## src/rtl/lsu_access_sequencer.sv

```systemverilog
// Load/store access sequencer: turns one core load/store into one or two aligned
// memory beats and returns the reassembled, extended load data.
module lsu_access_sequencer #(
  parameter int XLEN             = 64,
  parameter bit ALLOW_MISALIGNED = 1'b1
) (
  input  logic                 clk,
  input  logic                 rst,
  input  logic                 req_valid,
  output logic                 req_ready,
  input  logic                 req_we,
  input  logic [2:0]           req_f3,
  input  logic [XLEN-1:0]      req_addr,
  input  logic [XLEN-1:0]      req_wdata,
  output logic                 rsp_valid,
  input  logic                 rsp_ready,
  output logic [XLEN-1:0]      rsp_rdata,
  output logic                 rsp_err,
  output logic                 mem_req_valid,
  input  logic                 mem_req_ready,
  output logic                 mem_we,
  output logic [XLEN-1:0]      mem_addr,
  output logic [XLEN/8-1:0]    mem_be,
  output logic [XLEN-1:0]      mem_wdata,
  input  logic                 mem_rsp_valid,
  input  logic [XLEN-1:0]      mem_rdata
);
  localparam int BB   = XLEN / 8;
  localparam int OFFW = $clog2(BB);

  typedef enum logic [2:0] {IDLE, REQ0, WAIT0, REQ1, WAIT1, RESP} state_t;

  state_t state, state_nxt;
  logic   live;
  logic   accept;

  logic [OFFW-1:0]   off_in;
  logic [3:0]        size_in;
  logic [BB-1:0]     smask;
  logic [2*BB-1:0]   mask_in;
  logic [2*XLEN-1:0] wide_in;
  logic              split_in, mis_in, err_in;
  logic [XLEN-1:0]   addr_al_in;

  logic              we_p0, split_p0, err_p0;
  logic [2:0]        f3_p0;
  logic [OFFW-1:0]   off_p0;
  logic [2*BB-1:0]   mask_p0;
  logic [2*XLEN-1:0] wide_p0;
  logic [XLEN-1:0]   addr_p0;
  logic [XLEN-1:0]   rdata0_p1, rdata1_p1;
  logic [XLEN-1:0]   load_word, load_data;

  function automatic logic [XLEN-1:0] extend_load(input logic [XLEN-1:0] d,
                                                  input logic [2:0] f3);
    logic [XLEN-1:0] r;
    int              nb;
    logic            s;
    nb = 8 << f3[1:0];
    if (nb > XLEN) nb = XLEN;
    s = 1'b0;
    for (int i = 0; i < XLEN; i++)
      if (i == nb - 1) s = d[i] & ~f3[2];
    for (int i = 0; i < XLEN; i++)
      r[i] = (i < nb) ? d[i] : s;
    return r;
  endfunction

  always_comb begin
    off_in  = req_addr[OFFW-1:0];
    size_in = 4'd1 << req_f3[1:0];
    for (int i = 0; i < BB; i++) smask[i] = (4'(i) < size_in);
    mask_in    = {{BB{1'b0}}, smask} << off_in;
    wide_in    = {{XLEN{1'b0}}, req_wdata} << {off_in, 3'b000};
    split_in   = (int'(off_in) + int'(size_in)) > BB;
    mis_in     = |(off_in & OFFW'(size_in - 4'd1));
    err_in     = (req_f3 == 3'b111) || (req_we && req_f3[2]) ||
                 ((XLEN == 32) && (req_f3 == 3'b011 || req_f3 == 3'b110)) ||
                 (!ALLOW_MISALIGNED && mis_in);
    addr_al_in = {req_addr[XLEN-1:OFFW], {OFFW{1'b0}}};
  end

  assign accept = (state == IDLE) && live && req_valid;

  // live holds req_ready low until the first clock edge after reset release
  always_ff @(posedge clk or posedge rst) begin
    if (rst) begin
      state <= IDLE;
      live  <= 1'b0;
    end else begin
      state <= state_nxt;
      live  <= 1'b1;
    end
  end

  // request capture and returned beat data
  always_ff @(posedge clk) begin
    if (accept) begin
      we_p0     <= req_we;
      f3_p0     <= req_f3;
      off_p0    <= off_in;
      mask_p0   <= mask_in;
      wide_p0   <= wide_in;
      addr_p0   <= addr_al_in;
      split_p0  <= split_in;
      err_p0    <= err_in;
      rdata1_p1 <= '0;
    end
    if (state == WAIT0 && mem_rsp_valid) rdata0_p1 <= mem_rdata;
    if (state == WAIT1 && mem_rsp_valid) rdata1_p1 <= mem_rdata;
  end

  assign load_word = XLEN'({rdata1_p1, rdata0_p1} >> {off_p0, 3'b000});
  assign load_data = extend_load(load_word, f3_p0);

  always_comb begin
    state_nxt     = state;
    req_ready     = 1'b0;
    rsp_valid     = 1'b0;
    rsp_err       = 1'b0;
    rsp_rdata     = '0;
    mem_req_valid = 1'b0;
    mem_we        = 1'b0;
    mem_addr      = '0;
    mem_be        = '0;
    mem_wdata     = '0;
    unique case (state)
      IDLE: begin
        req_ready = live;
        if (accept) state_nxt = err_in ? RESP : REQ0;
      end
      REQ0: begin
        mem_req_valid = 1'b1;
        mem_we        = we_p0;
        mem_addr      = addr_p0;
        mem_be        = mask_p0[BB-1:0];
        mem_wdata     = wide_p0[XLEN-1:0];
        if (mem_req_ready) state_nxt = WAIT0;
      end
      WAIT0: if (mem_rsp_valid) state_nxt = split_p0 ? REQ1 : RESP;
      REQ1: begin
        mem_req_valid = 1'b1;
        mem_we        = we_p0;
        mem_addr      = addr_p0 + XLEN'(BB);
        mem_be        = mask_p0[2*BB-1:BB];
        mem_wdata     = wide_p0[2*XLEN-1:XLEN];
        if (mem_req_ready) state_nxt = WAIT1;
      end
      WAIT1: if (mem_rsp_valid) state_nxt = RESP;
      RESP: begin
        rsp_valid = 1'b1;
        rsp_err   = err_p0;
        rsp_rdata = (we_p0 || err_p0) ? '0 : load_data;
        if (rsp_ready) state_nxt = IDLE;
      end
      default: state_nxt = IDLE;
    endcase
  end
endmodule
```

## config.mk

```make
export PLATFORM = sky130hd
export DESIGN_NAME = lsu_access_sequencer
export DESIGN_NICKNAME = d
export VERILOG_FILES = /design/src/rtl/lsu_access_sequencer.sv
export SDC_FILE = /design/constraint.sdc
export NUM_CORES = 1
export LEC_CHECK = 0
export CORE_AREA = 5 5 222 181
export CTS_CLUSTER_SIZE = 8
export DETAILED_ROUTE_END_ITERATION = 8
export DIE_AREA = 0 0 227 186
export PLACE_DENSITY = 0.8
export SLEW_MARGIN = 20
export SYNTH_ARGS = -nofsm -noshare
export SYNTH_HDL_FRONTEND = slang
export SYNTH_SLANG_ARGS = --single-unit
```

## constraint.sdc

```tcl
create_clock -name clk -period 10.2 [get_ports clk]
set_clock_uncertainty 0.2 [all_clocks]
set_input_delay 2.04 -clock clk [delete_from_list [all_inputs] [get_ports clk]]
set_output_delay 2.04 -clock clk [all_outputs]
set_load 0.03 [all_outputs]
```

==> results.yml, run 1 <==
detailed_routing:
  initialDrtViolationCount: 1529
  vias: 15700
  routed_via_density: 6.00
  drt_wl_total_microns: 58500
  drc: 0
  wire_per_inst_microns: 22.4
  ant_nets: 0
  dr.pass1.iters: 6
logic_synthesis:
  synth_flop_cell: "edfxtp_1"
  yosysUniqueCellTypes: 71
  synth_edf_count: 325
  synthesis.instances: 1746
  yosysSeqAreaShare_pct: 51.2
  ys_ff_latch: 329
  async_flop_share_pct: 1.22
  synth_area_sq_mm: 0.0192
  ys_warn_count: 0
  avgSynthCellArea_sq_um: 11.0
clock_network:
  cts_resized: 0
  cts_max_level: 2
  clock_sinks: 329
  cts.path.max_buffers: 3
  root_buffer: "clkbuf_16"
  worstSkewPairLatency_ns: 0.55
  postCtsHoldBufs: 0
  cts_setup_buffers: 0
  cts_tree: "done"
  clk_pin_slew_ns: 0.05
  numCtsBuffers: 47
setup_path:
  start_kind: "flop"
  worstRegToRegCells: 5
  cp_data_required_time_ns: 7.96
  arrival_ns: 4.54
  path_class: "reg2out"
  cp_max_fo: 46
  cp-end-kind: "output pin"
placement:
  pre_cts_ws_ns: 4.06
  finalWeightedCongestion: 0.950
  dp.final_hpwl_microns: 42100
  io_buffers: 403
min_path:
  holdPathStages: 4
  hold_class: "reg2reg"
sta:
  fmax_mhz: 148
  rsz0062_at_grt: "false"
  slew_violations: 0
  relSlewSlack_pct: 26.7
  worstMarginPinSlew_ns: 1.10
  final-hold-violation-count: 0
  finalCritPeriodShare_pct: 66.4
  tns_ns: 0
  period_minus_slack_ns: 6.78
  setup_viol: 0
  fin_ws_ns: 3.42
  holdWs_ns: 0.475
die:
  design.core.area_sq_mm: 0.0377
  start_util_pct: 51.0
  die_w_microns: 227
  die_height_microns: 186
  row_count: 64
  ios: 407
  dieArea_sq_mm: 0.0422
global_route:
  grt_pass1_wl_microns: 87700
  grt-ovfl-total: 0
  antenna_found_initial: 4
  grt_pass1_vias: 15200
  grt.total_usage_pct: 26.5
  grt_max_degree: 87
layout:
  nNetsFinal: 2301
  final_util_pct: 65.7
  area_growth_pct: 28.7
  n_fill_cell: 2865
  layout-drive-gt1-share_pct: 10.2
outcome:
  status: "finished clean"
power:
  p_per_area_mw_per_mm2: 210
  irDropWorstVdd_uv: 167
  p_leak_nw: 8.83
run:
  max_cap_viol_count: 0
## report_power, final
part	leakage (nW)	internal (mW)	switching, mW
clock	0.624	0.839	0.562
sequential	2.98	1.69	0.112
combinational	5.22	0.772	1.22
## kinds of logic after synthesis
group	count (synthesis)	synth area share (%)
AOI/OAI and AO/OA	271	8.32
xor gates and xnor gates	27	1.23
adders and majority gates	8	0.546
buffers and inverters	156	3.73
DFF	329	51.2
muxes	290	18.3
other	2	0.0390
and+or+nand+nor	663	16.6
## metrics by stage
step / total power, mW / std cells / area, sq um
final: 5.20 / 2612 / 24800
after global routing: 5.41 / 2609 / 24800
after CTS: 5.22 / 2607 / 24800
after detailed placement: 3.81 / 2538 / 23400
after global placement: 3.78 / 2538 / 23400
after floorplan: 3.01 / 1749 / 19300
## path summary, 6_finish.rpt
kind	to	from	slack (ns)
setup / recovery	rsp_rdata[33]	state[1]	3.42
hold reg to reg	state[1]	split_p0	0.48
setup reg to reg	wide_p0[91]	state[1]	5.36
max in group asynchronous	state[1]	rst	8.07
hold / removal	state[1]	split_p0	0.48
min in group asynchronous	live	rst	1.51
## critical path, stage by stage (launching register included)
cell	delay (ns)
dfrtp_4	0.70
buf_4	0.43
nand3b_1	0.34
or3_1	0.35
buf_4	0.21
nor2_2	0.73
o21ai_0	0.27
nand2_1	0.14
clkdlybuf4s50_1	0.71
## layout by cell type, fill, tap and decap left out, drive strengths merged, types with 41 or more instances in the layout
cell           count
nand2            203
mux4              41
nor2             204
mux2i            170
o21ai            105
edfxtp           325
mux2              79
and2             105
clkdlybuf4s50    400
clkbuf            65
a21oi             73
## cell type report
cell class	instances	area, sq um	area share, %
Antenna cell	5	12.5	0.0505
Tap cell	495	619	2.50
Sequential cell	329	9860	39.8
Timing Repair Buffer	423	4170	16.8
Inverter	27	101	0.409
Multi-Input combinational cell	1264	8690	35.1
Clock inverter	4	60.1	0.243
Clock buffer	65	1240	5.02
## routing by layer
metal | track usage, % | vias to the layer above | routed length [microns]
li1 | - | 7125 | -
met1 | 35.9 | 7654 | 23400
met2 | 42.8 | 744 | 27900
met3 | 5.41 | 142 | 5130
met4 | 9.35 | 4 | 2070
met5 | 0 | - | 27
## flip-flops by register name, summed over array words and instances, names as in the netlist
| signal | cells |
|---|---|
| split_p0 | 1 |
| off_p0 | 3 |
| addr_p0 | 61 |
| rdata1_p1 | 56 |
| err_p0 | 1 |
| state | 3 |
| mask_p0 | 15 |
| wide_p0 | 120 |
| live | 1 |
| we_p0 | 1 |
| rdata0_p1 | 64 |
| f3_p0 | 3 |
## cell usage after synthesis (20+ instances only)
library cell | n | share of area, %
edfxtp_1 | 325 | 51
nand4_1 | 25 | 0.81
nor2_1 | 203 | 4.0
clkbuf_1 | 76 | 1.5
buf_2 | 24 | 0.62
xor2_1 | 20 | 0.91
mux2i_1 | 169 | 8.8
and2_1 | 105 | 3.4
inv_1 | 24 | 0.47
nand3_1 | 24 | 0.62
a211oi_1 | 21 | 0.82
o21ai_0 | 104 | 2.7
mux2_2 | 79 | 4.6
mux4_2 | 41 | 4.8
o31ai_1 | 21 | 0.82
a21oi_1 | 72 | 1.9
nand2_1 | 202 | 3.9
Note: power is estimated with default switching activity, not from simulation.
==> run 2: changes to the inputs <==
- clock period: 10.2 -> 6.6 ns (I/O delays scaled with it)
==> results.yml, run 2 (same netlist as run 1, synthesis figures left out) <==
sta:
  relSlewSlack_pct: 31.1
  tns_ns: 0
  worstMarginPinSlew_ns: 1.03
  final-hold-violation-count: 0
  period_minus_slack_ns: 5.69
  setup_viol: 0
  fmax_mhz: 176
  finalCritPeriodShare_pct: 86.2
  slew_violations: 0
  rsz0062_at_grt: "false"
  fin_ws_ns: 0.908
detailed_routing:
  wire_per_inst_microns: 22.6
  routed_via_density: 5.96
  drc: 0
  dr.pass1.iters: 5
  drt_wl_total_microns: 58900
  initialDrtViolationCount: 1438
  vias: 15500
  ant_nets: 0
clock_network:
  cts_setup_buffers: 0
  clock_sinks: 329
  cts.path.max_buffers: 3
  cts_max_level: 2
  cts_resized: 0
  clk_pin_slew_ns: 0.05
  root_buffer: "clkbuf_16"
  cts_tree: "done"
  numCtsBuffers: 47
  postCtsHoldBufs: 0
  worstSkewPairLatency_ns: 0.55
placement:
  io_buffers: 403
  dp.cells: 2536
  pre_cts_ws_ns: 1.49
  finalWeightedCongestion: 1.00
  dp.final_hpwl_microns: 42100
setup_path:
  arrival_ns: 4.17
  cp_max_fo: 45
  rr_endpoint: "rdata1_p1[15]"
  cp-end-kind: "output pin"
  crit_path_top_delay_cell: "dfrtp_4"
  start_kind: "flop"
  crit_family: "simple AND/OR/NAND/NOR gates"
  crit_buf_inv: 1
  rrSetupSlack_ns: 2.80
  reg2reg_from: "state[1]"
  critPathMaxStageDelay_ns: 0.87
  cp_cell_sequence: "and4_1 > and3_1 > nand3_2 > or4_1 > a21oi_1 > clkdlybuf4s50_1"
  path_class: "reg2out"
  cp_data_required_time_ns: 5.08
  worstRegToRegCells: 4
die:
  start_util_pct: 51.0
  dieArea_sq_mm: 0.0422
  design.core.area_sq_mm: 0.0377
  ios: 407
  die_height_microns: 186
  row_count: 64
  die_w_microns: 227
power:
  power_mw: 8.02
  p_sw_mw: 2.91
  irDropWorstVdd_uv: 256
  p_per_area_mw_per_mm2: 324
  clock_power_share_pct: 27.1
  power.internal_mw: 5.12
  pwr-share-comb_pct: 38.0
  p_leak_nw: 8.82
  swShare_pct: 36.2
  power_frac_seq_pct: 34.9
layout:
  instances_no_fill: 2608
  top_regs: "wide_p0: 120 flops, rdata0_p1: 64 flops, addr_p0: 61 flops"
  final_common_cell: "clkdlybuf4s50_1"
  nNetsFinal: 2299
  area_growth_pct: 28.7
  largest_reg_flops: 120
  layout_common_cells: "clkdlybuf4s50_1 (400), edfxtp_1 (325), nor2_1 (203)"
  regMostFlops: "wide_p0"
  layout-drive-gt1-share_pct: 10.2
global_route:
  use_met1_pct: 35.6
  grt-ovfl-total: 0
  met2_usage_pct: 44.3
  antenna_found_initial: 3
  grt_max_degree: 113
  grt_pass1_vias: 15300
  grt.total_usage_pct: 26.8
  grt_pass1_wl_microns: 88300
  gr-usage-met3_pct: 4.92
  busiest_layer: "met2"
outcome:
  status: "finished clean"
min_path:
  hold_end: "state[1]"
  min-delay-start: "split_p0"
  hold_class: "reg2reg"
  holdPathStages: 4
run:
  max_cap_viol_count: 0
run 2: final cells by class:
cell class | instances | area [sq um]
clock buffer | 66 | 1270
clock inverter | 3 | 32.5
inverter | 27 | 101
antenna | 3 | 7.51
tap | 495 | 619
fill | 2855 | 13000
multi-input combinational | 1264 | 8700
sequential | 329 | 9860
timing repair buffer | 421 | 4170
run 2: layer usage:
metal,vias to the layer above,wire (microns)
li1,7108,-
met1,7474,23000
met2,825,28400
met3,137,5310
met4,2,2230
met5,-,13
run 2: worst register-to-register path, delay by kind of cell (launching register included):
kind	cells	cell delay, ns
and+or+nand+nor	3	1.92
DFF	1	0.73
buffers and inverters	1	0.52
run 2: worst max path at each step:
stage | start | endpoint | slack (ns) | cells after the start
6_report | state[1] | mem_addr[51] | 0.91 | 6
5_1_grt | state[1] | mem_addr[57] | 0.67 | 6
4_1_cts | state[1] | mem_addr[51] | 0.90 | 6
3_5_place_dp | state[1] | mem_addr[51] | 1.49 | 6
3_3_place_gp | state[1] | mem_addr[59] | 1.62 | 6
2_1_floorplan | mem_rsp_valid | rdata0_p1[0] | 0.10 | 2
run 2: stage by stage:
| stage | instance area [sq um] | utilization [%] | hold slack, ns |
|---|---|---|---|
| detailed placement | 23500 | 62.2 | 0.449 |
| finish | 24800 | 65.6 | 0.450 |
| global placement | 23500 | 62.2 | 0.433 |
| global route | 24800 | 65.6 | 0.510 |
| CTS | 24800 | 65.6 | 0.461 |
| floorplan | 19300 | - | 0.406 |
run 2: power by group through the flow:
stage          combinational (mW)  clock, mW  sequential, mW
2_1_floorplan                1.90          0            2.74
3_3_place_gp                 3.02          0            2.82
3_5_place_dp                 3.04          0            2.83
4_1_cts                      3.06       2.20            2.80
5_1_grt                      3.22       2.31            2.82
6_report                     3.05       2.18            2.80
==> run 3: changes to the inputs <==
- SLEW_MARGIN: 20 -> 10
==> results of run 3 <==
No change in the layout: final DEF, timing and power equal those of run 2.
